[src/rtl/uart_receiver_pkg.sv]
// accellant_uart_pkg: shared UART framing constants, receiver states and baud divider helper
package accellant_uart_pkg;
    localparam int UART_DATA_BITS = 8;
    typedef enum logic [2:0] {IDLE, START, DATA, STOP, BREAK_WAIT} uart_rx_state_e;
    function automatic int baud_div(input longint clk_hz, input longint baud, input longint os);
        longint d;
        d = (clk_hz + (baud * os) / 2) / (baud * os);
        return d < 1 ? 1 : int'(d);
    endfunction
endpackage

[src/rtl/uart_receiver_if.sv]
// uart_receiver_if: byte stream handshake and line status pulses from the receiver
interface uart_receiver_if;
    import accellant_uart_pkg::*;
    logic [UART_DATA_BITS-1:0] rx_data_o;
    logic rx_valid_o;
    logic rx_ready_i;
    logic frame_err_o;
    logic overrun_o;
    modport master (output rx_data_o, rx_valid_o, frame_err_o, overrun_o, input rx_ready_i);
    modport slave (input rx_data_o, rx_valid_o, frame_err_o, overrun_o, output rx_ready_i);
endinterface

[src/rtl/uart_rx_fifo.sv]
// uart_rx_fifo: first-word-fall-through sync FIFO; head output holds the last popped word when empty
module uart_rx_fifo #(
    parameter int WIDTH = 8,
    parameter int DEPTH = 4
) (
    input  logic             clk,
    input  logic             rst_n,
    input  logic             push,
    input  logic             pop,
    input  logic [WIDTH-1:0] wdata,
    output logic [WIDTH-1:0] rdata,
    output logic             full,
    output logic             empty
);
    localparam int AW = $clog2(DEPTH);
    logic [WIDTH-1:0] mem [DEPTH];
    logic [AW:0] wr_ptr, rd_ptr;
    logic [WIDTH-1:0] last_q;
    logic do_push, do_pop;
    assign empty = wr_ptr == rd_ptr;
    assign full = (wr_ptr[AW] != rd_ptr[AW]) && (wr_ptr[AW-1:0] == rd_ptr[AW-1:0]);
    assign do_pop = pop && !empty;
    // a pop in the same cycle frees the slot a full FIFO needs for the push
    assign do_push = push && (!full || do_pop);
    assign rdata = empty ? last_q : mem[rd_ptr[AW-1:0]];
    always_ff @(posedge clk)
        if (do_push) mem[wr_ptr[AW-1:0]] <= wdata;
    always_ff @(posedge clk) begin
        if (!rst_n) begin
            wr_ptr <= '0;
            rd_ptr <= '0;
            last_q <= '0;
        end else begin
            if (do_push) wr_ptr <= wr_ptr + 1'b1;
            if (do_pop) begin
                rd_ptr <= rd_ptr + 1'b1;
                last_q <= mem[rd_ptr[AW-1:0]];
            end
        end
    end
endmodule

[src/rtl/uart_receiver.sv]
// uart_receiver: oversampling 8N1 receiver feeding a small FWFT byte FIFO with valid/ready output
module uart_receiver
    import accellant_uart_pkg::*;
#(
    parameter int CLK_FREQ_HZ = 100_000_000,
    parameter int BAUD_RATE   = 115_200,
    parameter int OVERSAMPLE  = 16,
    parameter int FIFO_DEPTH  = 4
) (
    input  logic              clk,
    input  logic              rst_n,
    input  logic              rx_i,
    uart_receiver_if.master   bus
);
    localparam int DIV = baud_div(CLK_FREQ_HZ, BAUD_RATE, OVERSAMPLE);
    localparam int DW = DIV > 1 ? $clog2(DIV) : 1;
    localparam int TW = $clog2(OVERSAMPLE);
    localparam int BW = $clog2(UART_DATA_BITS);
    localparam logic [2:0] S_IDLE  = 3'(IDLE);
    localparam logic [2:0] S_START = 3'(START);
    localparam logic [2:0] S_DATA  = 3'(DATA);
    localparam logic [2:0] S_STOP  = 3'(STOP);
    localparam logic [2:0] S_BREAK = 3'(BREAK_WAIT);
    logic sync1, sync2, tick, centre_half, centre_full, start_det;
    logic push, pop, full, empty, ferr_q, ovr_q;
    logic [DW-1:0] div_cnt;
    logic [TW-1:0] tcnt;
    logic [BW-1:0] bcnt;
    logic [UART_DATA_BITS-1:0] shreg;
    logic [2:0] state;
    assign tick = div_cnt == '0;
    assign start_det = state == S_IDLE && !sync2;
    assign centre_half = tick && tcnt == TW'(OVERSAMPLE / 2 - 1);
    assign centre_full = tick && tcnt == TW'(OVERSAMPLE - 1);
    assign push = state == S_STOP && centre_full && sync2;
    assign pop = !empty && bus.rx_ready_i;
    assign bus.rx_valid_o = !empty;
    assign bus.frame_err_o = ferr_q;
    assign bus.overrun_o = ovr_q;
    always_ff @(posedge clk) begin
        if (!rst_n) begin
            sync1   <= 1'b1;
            sync2   <= 1'b1;
            div_cnt <= '0;
            tcnt    <= '0;
            bcnt    <= '0;
            shreg   <= '0;
            state   <= S_IDLE;
            ferr_q  <= 1'b0;
            ovr_q   <= 1'b0;
        end else begin
            sync1   <= rx_i;
            sync2   <= sync1;
            ferr_q  <= state == S_STOP && centre_full && !sync2;
            ovr_q   <= push && full && !pop;
            div_cnt <= (start_det || tick) ? DW'(DIV - 1) : div_cnt - 1'b1;
            // tick count restarts at every sample point so the next one lands a full bit later
            if (state == S_IDLE)
                tcnt <= '0;
            else if (tick)
                tcnt <= (centre_full || (state == S_START && centre_half)) ? '0 : tcnt + 1'b1;
            case (state)
                S_IDLE: begin
                    bcnt <= '0;
                    if (!sync2) state <= S_START;
                end
                S_START: if (centre_half) state <= sync2 ? S_IDLE : S_DATA;
                S_DATA: if (centre_full) begin
                    shreg <= {sync2, shreg[UART_DATA_BITS-1:1]};
                    bcnt  <= bcnt + 1'b1;
                    if (bcnt == BW'(UART_DATA_BITS - 1)) state <= S_STOP;
                end
                S_STOP: if (centre_full) state <= sync2 ? S_IDLE : S_BREAK;
                S_BREAK: if (sync2) state <= S_IDLE;
                default: state <= S_IDLE;
            endcase
        end
    end
    uart_rx_fifo #(.WIDTH(UART_DATA_BITS), .DEPTH(FIFO_DEPTH)) u_fifo (
        .clk   (clk),
        .rst_n (rst_n),
        .push  (push),
        .pop   (pop),
        .wdata (shreg),
        .rdata (bus.rx_data_o),
        .full  (full),
        .empty (empty)
    );
endmodule
[src/flat_wrapper.sv]
// flat-port wrapper written by rule: the top's interface ports become plain ports
module uart_receiver_flat import accellant_uart_pkg::*;
#(
    parameter int CLK_FREQ_HZ = 100_000_000,
    parameter int BAUD_RATE   = 115_200,
    parameter int OVERSAMPLE  = 16,
    parameter int FIFO_DEPTH  = 4
)
  (clk, rst_n, rx_i, bus_rx_data_o, bus_rx_valid_o, bus_frame_err_o, bus_overrun_o, bus_rx_ready_i);
  uart_receiver_if bus_i ();
  input  logic clk;
  input  logic rst_n;
  input  logic rx_i;
  output wire logic [$bits(bus_i.rx_data_o)-1:0] bus_rx_data_o;
  output wire logic [$bits(bus_i.rx_valid_o)-1:0] bus_rx_valid_o;
  output wire logic [$bits(bus_i.frame_err_o)-1:0] bus_frame_err_o;
  output wire logic [$bits(bus_i.overrun_o)-1:0] bus_overrun_o;
  input wire logic [$bits(bus_i.rx_ready_i)-1:0] bus_rx_ready_i;
  assign bus_rx_data_o = bus_i.rx_data_o;
  assign bus_rx_valid_o = bus_i.rx_valid_o;
  assign bus_frame_err_o = bus_i.frame_err_o;
  assign bus_overrun_o = bus_i.overrun_o;
  assign bus_i.rx_ready_i = bus_rx_ready_i;
  uart_receiver #(.CLK_FREQ_HZ(CLK_FREQ_HZ), .BAUD_RATE(BAUD_RATE), .OVERSAMPLE(OVERSAMPLE), .FIFO_DEPTH(FIFO_DEPTH)) u_core (.clk(clk), .rst_n(rst_n), .rx_i(rx_i), .bus(bus_i));
endmodule
[config.mk]
export PLATFORM = sky130hd
export DESIGN_NAME = uart_receiver_flat
export DESIGN_NICKNAME = d
export VERILOG_FILES = /design/src/rtl/uart_receiver_pkg.sv /design/src/rtl/uart_receiver_if.sv /design/src/rtl/uart_rx_fifo.sv /design/src/rtl/uart_receiver.sv /design/src/flat_wrapper.sv
export SDC_FILE = /design/constraint.sdc
export NUM_CORES = 1
export LEC_CHECK = 0
export ABC_AREA = 0
export CAP_MARGIN = 0
export CORE_MARGIN = 2
export CORE_UTILIZATION = 35
export CTS_CLUSTER_DIAMETER = 50
export DETAILED_ROUTE_END_ITERATION = 7
export GPL_ROUTABILITY_DRIVEN = 1
export GPL_TIMING_DRIVEN = 0
export PLACE_DENSITY = 0.63
export REMOVE_ABC_BUFFERS = 1
export SYNTH_ARGS = -nofsm -noshare
export SYNTH_HDL_FRONTEND = slang
export SYNTH_SLANG_ARGS = --single-unit
[constraint.sdc]
create_clock -name clk -period 2.36 [get_ports clk]
set_clock_uncertainty 0.15 [all_clocks]
set_input_delay 0.708 -clock clk [delete_from_list [all_inputs] [get_ports clk]]
set_output_delay 0.708 -clock clk [all_outputs]
set_load 0.02 [all_outputs]
==> results of run 1 <==
[cell type report]
type	instances	share of cell area, %
Clock inverter	7	1.33
Timing Repair inverter	1	0.189
Clock buffer	9	3.13
Sequential cell	76	47.0
Multi-Input combinational cell	181	35.3
Tap cell	111	3.50
Inverter	9	0.947
Timing Repair Buffer	33	8.62
[registers in the layout, summed over array words and instances, names as in the netlist, named ones only]
name / cells
u_core.u_fifo.wr_ptr: 3
u_core.bus.overrun_o: 1
u_core.tcnt: 4
u_core.state: 3
u_core.u_fifo.mem: 32
u_core.bus.frame_err_o: 1
u_core.shreg: 8
u_core.sync2: 1
u_core.u_fifo.last_q: 8
u_core.u_fifo.rd_ptr: 3
u_core.div_cnt: 6
u_core.sync1: 1
u_core.bcnt: 3
[where the power goes]
part / internal [uW] / total (uW) / switching [uW]
Combinational: 156 / 346 / 190
Clock: 384 / 881 / 497
Sequential: 1410 / 1480 / 77.8
[routing by layer]
layer  global-route usage, %  routed length [um]
met4                    8.64                 174
met2                    21.3                3170
met1                    16.0                2830
met3                    2.50                 193
met5                       0                   0
[cells in the mapped netlist, types with 2 or more instances]
cell	instances	area, um2
dfxtp_1	44	881
edfxtp_1	32	961
nand2_1	24	90.1
a21oi_1	22	110
nor2_1	17	63.8
nand3_1	13	65.1
mux2i_1	11	110
clkbuf_1	10	37.5
ha_1	10	125
inv_1	9	33.8
mux2_2	8	90.1
mux4_2	8	180
nor3_1	8	40.0
o21ai_0	7	35.0
xor2_1	7	61.3
or3_1	5	31.3
a22oi_1	4	30.0
and3_1	4	25.0
xnor2_1	4	35.0
o22ai_1	3	18.8
buf_1	2	7.51
clkbuf_8	2	27.5
nand2b_1	2	12.5
nand4_1	2	12.5
nor4_1	2	12.5
o31ai_1	2	15.0
o41ai_1	2	17.5
[final timing paths]
kind | slack [ns] | end | startpoint
max | -0.41 | bus_rx_data_o[4] | u_core.u_fifo.rd_ptr[0]$_SDFFE_PN0N_
min | 0.26 | u_core.sync2$_SDFF_PN1_ | u_core.sync1$_SDFF_PN1_
max reg2reg | 0.16 | u_core.u_fifo.wr_ptr[2]$_SDFFE_PN0P_ | u_core.tcnt[0]$_SDFFE_PP0N_
min reg2reg | 0.26 | u_core.sync2$_SDFF_PN1_ | u_core.sync1$_SDFF_PN1_
[worst reg2reg max path: stages, from the launching register on]
cell	delay, ns
dfxtp_1	0.36
ha_1	0.24
nand4b_1	0.25
or3_4	0.50
or4_1	0.48
a21oi_1	0.15
[metrics by stage]
step	cells	util (%)	TNS, ns	cell area [um2]
after global routing	427	43.3	-3.65	3960
final	427	43.3	-3.25	3960
after global placement	391	37.9	-33.30	3470
after floorplan	266	-	-2.20	3190
after CTS	422	42.4	-3.48	3880
after detailed placement	391	37.9	-33.79	3470
[cell families after synthesis]
family	synth area share (%)
buffers and inverters	3.40
AO/OA/AOI/OAI	8.00
XOR/XNOR	2.95
flip-flops	56.3
multiplexers	11.6
adder cells (fa/ha/maj)	3.83
AND/OR/NAND/NOR	13.9
[repair_timing]
action	4_1_cts	5_1_grt
hold buffers	0	0
setup buffers	14	5
pin swaps	3	3
gates resized for setup	74	10
gates cloned	1	0
endpoints found under the setup margin	43	37
==> impl_metrics.yaml, run 1 <==
outcome:
  outcome: "finished, violations left"
  violations: "setup timing"
clocking:
  ctsRootBufferMaster: "clkbuf_8"
  tritoncts: "done"
  cts_buffer_depth: 2
  clk_pin_slew_ns: 0.08
  cts_made_buffers: 9
  insertion_delay_ns: 0.36
  htreeDepth: 3
  clock-sinks: 76
synth:
  yosysWarnings: 0
  ys_types: 44
  ys_seq_area_share_pct: 56.3
  synth-edff-count: 32
  syn_inst: 281
  synth-seq-cells: 76
  yosys_most_used_dff: "dfxtp_1"
  avgSynthCellArea_um2: 11.6
  syn_area_um2: 3270
  ys_async_sr_fraction_pct: 0
sta:
  fin_ws_ns: -0.413
  worstMarginPinSlew_ns: 0.897
  hold_viol_final: 0
  fmax_mhz: 361
  fin_hold_ws_ns: 0.262
  min_period_over_period_pct: 118
  report.final.slew_viol_count: 0
  rsz0062_at_grt: "true"
  slew_headroom_pct: 39.8
  final.min_clock_period_ns: 2.77
  setup_viol: 9
placement:
  port_buffers: 14
  place_congestion: 0.788
  place_ws_ns: -0.938
  dp_hpwl_um: 3790
setup_path:
  r2r_cells: 5
  required_ns: 1.50
  max_stage_delay_ns: 0.43
  arrival_ns: 1.92
  critPathCaptureType: "output port"
  path_buf_inv: 2
  cp-start-kind: "register"
  worstPathMaxFanout: 4
  worst-path-stages: 5
  slowest_stage: "or3_4"
  crit_family: "simple AND/OR/NAND/NOR gates"
  crit_type: "reg -> out"
  crit_chain: "xor2_4 > or3_4 > buf_6 > mux2_4 > buf_6"
  path_common_cell: "buf_6"
finish:
  n_fill_cell: 830
  drive_gt1_share_pct: 25.9
  final_nets: 325
  final_cell_mix: "38 x dfxtp_1, 32 x edfxtp_1, 24 x nand2_1, 22 x a21oi_1, 17 x nor2_1"
  layout_commonest_cell: "dfxtp_1"
  antenna_cells: 0
  multiInputGateArea_um2: 1400
  seqCellArea_um2: 1860
  area_growth_pct: 21.2
routing:
  vias: 2228
  dr.pass1.iters: 4
  dr.first_iter.drc_count: 88
  wire_per_inst_um: 14.9
  routed_wl_um: 6370
  drc: 0
  drtAntennaViolNets: 0
  viasPerCell: 5.22
grt:
  grt_antenna_before_repair: 0
  track_usage_pct: 13.2
  grt_max_degree: 16
  grt_pass1_vias: 2065
  grt-ovfl-total: 0
  grt_pass1_wl_um: 10000
floorplan:
  coreArea_um2: 9150
  die_h_um: 101
  die_area_um2: 10100
  initial_core_util_pct: 35.7
  pin_count: 15
  rows: 35
  die_x_um: 101
hold_path:
  hold_path_class: "reg -> reg"
  whs_path_depth: 1
power:
  p_leak_uw: 0.00144
  power_density_nw_per_um2: 684
  power.total_uw: 2710
  vdd_ir_drop_max_mv: 0.248
flow_run:
  maxCapViolCount: 0
Note: power is estimated with default switching activity, not from simulation.
==> run 2: changes to the inputs <==
GPL_TIMING_DRIVEN = 1   (was 0)
==> run 2 against run 1 <==
  * The run still ends with setup timing left
  * Clock power rose by 21%
  * Cell area increased by 0.73%
  * Sequential share of layout area shrank 0.78 points
  * Critical path type unchanged
  * Cell count rose by 3.0%
  * Sequential cell count unchanged
  * Hold slack got worse by 0.0016 ns
  * Global-route usage up 0.51 points
==> impl_metrics.yaml, run 2 (synthesis gave the netlist of run 1 again) <==
outcome:
  outcome: "finished, violations left"
  violations: "setup timing"
clocking:
  tritoncts: "done"
  cts_made_buffers: 9
  htreeDepth: 3
  clk_pin_slew_ns: 0.08
  insertion_delay_ns: 0.34
  cts_buffer_depth: 2
  cts-hold-fix-buffers: 0
  ctsRootBufferMaster: "clkbuf_8"
  clock-sinks: 76
grt:
  use_met1_pct: 17.2
  gr-usage-met2_pct: 21.7
  grt_antenna_before_repair: 0
  grt_pass1_vias: 2215
  grt_max_degree: 30
  grt.busiest_layer: "met2"
  met3_usage_pct: 3.88
  track_usage_pct: 13.7
  grt-ovfl-total: 0
  grt_pass1_wl_um: 10700
setup_path:
  max_stage_delay_ns: 0.41
  path_buf_inv: 2
  cp-start-kind: "register"
  crit_chain: "xor2_1 > or3_4 > buf_6 > mux2_2 > buf_6"
  path_common_cell: "buf_6"
  crit_family: "simple AND/OR/NAND/NOR gates"
  worstPathMaxFanout: 6
  rrSetupSlack_ns: 0.12
  worst-path-stages: 5
  arrival_ns: 1.80
  required_ns: 1.50
  critPathCaptureType: "output port"
  slowest_stage: "or3_4"
  crit_type: "reg -> out"
  r2r_cells: 4
floorplan:
  die_h_um: 101
  die_area_um2: 10100
  pin_count: 15
  initial_core_util_pct: 35.7
  coreArea_um2: 9150
  die_x_um: 101
  rows: 35
sta:
  rsz0062_at_grt: "true"
  worstMarginPinSlew_ns: 0.534
  report.final.slew_viol_count: 0
  min_period_over_period_pct: 113
  fin_ws_ns: -0.297
  final.min_clock_period_ns: 2.66
  hold_viol_final: 0
  setup_viol: 9
  slew_headroom_pct: 63.9
  fmax_mhz: 376
placement:
  dp_hpwl_um: 4300
  port_buffers: 14
  place_ws_ns: -0.384
  place_congestion: 0.781
finish:
  area_growth_pct: 22.1
  antenna_cells: 0
  largest_register_ff_count: 32
  final_nets: 338
  drive_gt1_share_pct: 24.0
  final_cell_mix: "42 x dfxtp_1, 32 x edfxtp_1, 27 x buf_4, 24 x nand2_1, 22 x a21oi_1"
  final_util_pct: 43.6
  layout_commonest_cell: "dfxtp_1"
power:
  power_density_nw_per_um2: 739
  p_leak_uw: 0.00153
  vdd_ir_drop_max_mv: 0.328
hold_path:
  whs_path_depth: 1
  hold_path_class: "reg -> reg"
routing:
  dr.pass1.iters: 4
  drtAntennaViolNets: 0
  routed_wl_um: 6240
  wire_per_inst_um: 14.2
  vias: 2254
  viasPerCell: 5.12
  dr.first_iter.drc_count: 140
  drc: 0
flow_run:
  maxCapViolCount: 0
==> run 2: worst register-to-register path, delay by kind of cell (launching register included) <==
| kind | cells | cell delay (ns) |
|---|---|---|
| flip-flops | 1 | 0.36 |
| AND/OR/NAND/NOR | 3 | 1.22 |
| buffers and inverters | 1 | 0.21 |
==> run 2: routing by layer <==
metal / routed length (um) / part of all wire [%]
met5: 0 / 0
met4: 131 / 2.1
met3: 171 / 2.7
met2: 3000 / 48
met1: 2930 / 47
==> run 2: final timing paths <==
kind	from	endpoint
worst min-delay path	u_core.sync1$_SDFF_PN1_	u_core.sync2$_SDFF_PN1_
worst min register to register	u_core.sync1$_SDFF_PN1_	u_core.sync2$_SDFF_PN1_
worst max-delay path	u_core.u_fifo.wr_ptr[0]$_SDFFE_PN0P_	bus_rx_data_o[3]
worst max register to register	u_core.div_cnt[4]$_SDFF_PN0_	u_core.u_fifo.mem[3][7]$_DFFE_PP_
==> run 2: final cells by class <==
type / instances / area [um2]
Clock inverter: 7 / 90.1
Inverter: 9 / 33.8
Fill cell: 855 / 5160
Multi-Input combinational cell: 181 / 1320
Sequential cell: 76 / 1840
Timing Repair Buffer: 47 / 439
Tap cell: 111 / 139
Clock buffer: 9 / 124
==> run 2: stage by stage <==
stage	cells	power [uW]	TNS (ns)	hold WS (ns)	cell area, um2
after floorplan	266	1770	-2.20	0.236	3190
after global placement	419	1900	-6.60	0.246	3710
after detailed placement	419	1910	-6.61	0.246	3710
after CTS	438	2980	-2.48	0.265	3980
after global routing	440	3100	-2.88	0.299	3990
final	440	2950	-2.42	0.260	3990
==> run 2: repair_timing <==
item                       in CTS  in global routing
setup endpoints to repair       9                  9
pin swaps                       1                  0
buffers inserted                2                  2
resized for setup              62                  0
gates cloned                    1                  0
==> run 2: report_power, final <==
part	total (uW)	switching, uW	internal [uW]
Clock	1070	477	592
Sequential	1470	55.1	1410
Combinational	417	223	194
Total	2950	755	2200
==> run 3: changes to the inputs <==
CORE_UTILIZATION = 29   (was 35)
PLACE_DENSITY = 0.56   (was 0.63)
==> run 3 against run 2 <==
  * The run still ends with setup timing left
  * Global-route usage is 2.0 points lower
  * Power rose by 12%
  * Count of clock-buffer cells in the layout grew 2
  * Largest power group unchanged
  * Register-to-register slack better by 0.02 ns
  * Cell count is 7.5% higher
==> impl_metrics.yaml, run 3 (synthesis gave the netlist of run 1 again) <==
flow_run:
  maxCapViolCount: 0
setup_path:
  r2r_cells: 4
  required_ns: 1.50
  worstPathMaxFanout: 5
  cp-start-kind: "register"
  crit_type: "reg -> out"
  critPathCaptureType: "output port"
  arrival_ns: 1.79
placement:
  dp_hpwl_um: 4390
  place_area_um2: 3790
  placed_cells: 454
  place_congestion: 0.791
  place_ws_ns: -0.365
  port_buffers: 14
floorplan:
  die_h_um: 110
  pin_count: 15
  die_area_um2: 12100
  initial_core_util_pct: 29.9
  rows: 38
  coreArea_um2: 10900
  die_x_um: 110
clocking:
  cts-hold-fix-buffers: 0
  cts_buffer_depth: 2
  tritoncts: "done"
  htreeDepth: 3
  clk_pin_slew_ns: 0.05
  cts_made_buffers: 9
  ctsRootBufferMaster: "clkbuf_16"
  clock-sinks: 76
  insertion_delay_ns: 0.33
routing:
  drc: 0
  vias: 2261
  wire_per_inst_um: 13.4
  dr.pass1.iters: 4
  viasPerCell: 4.78
  dr.first_iter.drc_count: 101
  routed_wl_um: 6330
  drtAntennaViolNets: 0
finish:
  largest_register_ff_count: 32
  final_nets: 342
  layout_commonest_cell: "dfxtp_1"
  final_area_um2: 4160
  area_growth_pct: 27.1
  stdcell_count: 473
  final_cell_mix: "41 x dfxtp_1, 32 x edfxtp_1, 31 x buf_4, 24 x nand2_1, 22 x a21oi_1"
  drive_gt1_share_pct: 25.8
  antenna_cells: 0
power:
  power_density_nw_per_um2: 792
  p_leak_uw: 0.00160
  vdd_ir_drop_max_mv: 0.364
sta:
  setup_viol: 9
  worstMarginPinSlew_ns: 0.528
  min_period_over_period_pct: 112
  fin_hold_ws_ns: 0.256
  slew_headroom_pct: 64.4
  final.min_clock_period_ns: 2.64
  report.final.slew_viol_count: 0
  fin_ws_ns: -0.284
  fmax_mhz: 378
  hold_viol_final: 0
  setup_tns_ns: -2.33
  rsz0062_at_grt: "true"
grt:
  grt-ovfl-total: 0
  grt_antenna_before_repair: 0
  grt_pass1_vias: 2194
  grt_max_degree: 31
  track_usage_pct: 11.6
  grt_pass1_wl_um: 10600
outcome:
  outcome: "finished, violations left"
  violations: "setup timing"
hold_path:
  hold_path_class: "reg -> reg"
  whs_path_depth: 1
-- run 3: critical path, cell delays in order, from the launching register on --
cell and delay, ns:
dfxtp_2 0.32, xor2_1 0.17, or3_4 0.41, buf_6 0.15, mux2_2 0.28, buf_6 0.13
-- run 3: power breakdown --
group          switching [uW]  leakage, uW  internal, uW  total (uW)
clock                     519     0.000156           877        1400
sequential               45.9     0.000655          1410        1460
combinational             234     0.000787           204         437
total                     798      0.00160          2490        3290
-- run 3: routing by layer --
metal  up-vias  global-route usage [%]  share of wire [%]
li1       1129                       -                  -
met1      1094                    14.1                 47
met2        31                    18.9                 48
met3         7                    3.88                3.2
met4         0                    4.82                1.8
met5         -                       0                  0
-- run 3: repair_timing --
item,CTS,global route
endpoints found under the hold margin,0,0
cloned,1,0
pin swaps,1,1
setup endpoints to repair,9,9
buffers inserted,2,0
gates resized for setup,60,3
-- run 3: final timing paths --
path / from / end / slack [ns]
worst max register to register: u_core.div_cnt[4]$_SDFF_PN0_ / u_core.u_fifo.mem[3][5]$_DFFE_PP_ / 0.14
worst min-delay path: u_core.sync1$_SDFF_PN1_ / u_core.sync2$_SDFF_PN1_ / 0.26
worst max-delay path: u_core.u_fifo.wr_ptr[0]$_SDFFE_PN0P_ / bus_rx_data_o[0] / -0.28
worst min register to register: u_core.sync1$_SDFF_PN1_ / u_core.sync2$_SDFF_PN1_ / 0.26
-- run 3: final cells by class --
cell class	instances	area (um2)
sequential	76	1850
inverter	9	33.8
tap	140	175
timing repair buffer	51	469
clock inverter	5	57.6
fill	1052	6780
multi-input combinational	181	1320
clock buffer	11	253
-- run 3: metrics by stage --
stage | util, % | power [uW]
finish | 38.0 | 3290
global route | 38.0 | 3460
CTS | 37.9 | 3330
detailed placement | 34.6 | 1920
global placement | 34.6 | 1920
floorplan | - | 1770
==> patch (config.mk and constraints of run 1) <==
`BAUD_RATE` is set to 115_200 in 2 places; all go to 57_600.
--- a/src/rtl/uart_receiver.sv
+++ b/src/rtl/uart_receiver.sv
@@ -5,3 +5,3 @@
     parameter int CLK_FREQ_HZ = 100_000_000,
-    parameter int BAUD_RATE   = 115_200,
+    parameter int BAUD_RATE   = 57_600,
     parameter int OVERSAMPLE  = 16,
--- a/src/flat_wrapper.sv
+++ b/src/flat_wrapper.sv
@@ -4,3 +4,3 @@
     parameter int CLK_FREQ_HZ = 100_000_000,
-    parameter int BAUD_RATE   = 115_200,
+    parameter int BAUD_RATE   = 57_600,
     parameter int OVERSAMPLE  = 16,
Function: no difference found for any inputs over 10 cycles, from zero or initial values and one cycle with rst_n low; that may be too few to reach the edited logic, so the function may still have changed.
==> patch against run 1 <==
The flow still finishes with violations (negative setup slack). Synthesized area is 0.15% lower. Largest power group unchanged. Final area is 1.0% higher. Wire length is 5.4% lower. Sequential cell count is 1 higher. Via count is 4.4% lower. First-iteration DRC count stayed put. Total power is 3.2% higher. Setup slack worse by 12 ps. Core utilization is 0.45 points higher. Critical endpoint is now bus_rx_data_o[0].
==> patch: results <==
group,metric,value,unit
timing,tns,-3250,ps
layout,fin_cells,419,
pwr,p_leak,0.00140,µW
timing,max_slew_margin,37.5,%
clocking,cts_setup_buffers,17,
worst_setup_path,crit_start,"u_core.u_fifo.wr_ptr[1]",
layout,final_nets,316,
grt,met2_usage,21.7,%
worst_setup_path,r2r_setup_slack,130,ps
pwr,netSwitchingFraction,25.5,%
timing,finalWorstSetupSlack,-426,ps
grt,grtUsageMet1,15.4,%
grt,grt_max_degree,29,
worst_setup_path,crit_end,"bus_rx_data_o[0]",
pwr,max-vdd-ir-drop,363,µV
routing,dr_wl_met2,3.07,mm
routing,vias,2130,
placement,dp.cells,382,
clocking,cts_resized,79,
routing,wl_met1,2.64,mm
worst_setup_path,r2r_cells,6,
timing,finalSetupViolations,9,
grt,grt_pass1_vias,2175,
placement,placed_cell_area,3460,µm²
yosys,ys_seq_area_share,57.0,%
worst_setup_path,critPathMaxStageDelay,450,ps
status,status,"complete, but fails checks",
status,failed_checks,"negative setup slack",
yosys,synth_common_cells,"dfxtp_1 (45), edfxtp_1 (32), a21oi_1 (22), nand2_1 (20), nor2_1 (18)",
placement,place_ws,-1050,ps
yosys,syn_inst,272,
routing,met3RoutedLength,137,µm
grt,track_usage,12.9,%
layout,layout-drive-gt1-share,28.9,%
[patch: area by class of cell]
type                            count  area [µm²]  area share, %
Clock buffer                       10         138           3.44
Clock inverter                      6        61.3           1.53
Inverter                            7        26.3          0.656
Multi-Input combinational cell    173        1420           35.3
Sequential cell                    77        1880           46.9
Tap cell                          111         139           3.47
Timing Repair Buffer               35         348           8.68
[patch: cell families after synthesis]
kind of cell | Yosys count | share of synthesized area [%]
and+or+nand+nor | 87 | 14.8
xor gates and xnor gates | 11 | 2.95
AOI/OAI and AO/OA | 41 | 7.47
adders and majority gates | 9 | 3.45
DFF | 77 | 57.0
buffers and inverters | 22 | 3.26
muxes | 25 | 11.0
[patch: power groups by stage]
stage	Clock (µW)	Combinational, µW	Sequential, µW
5_1_grt	1060	377	1490
3_5_place_dp	0	277	1510
6_report	988	332	1480
2_1_floorplan	0	217	1500
3_3_place_gp	0	270	1510
4_1_cts	1010	294	1480
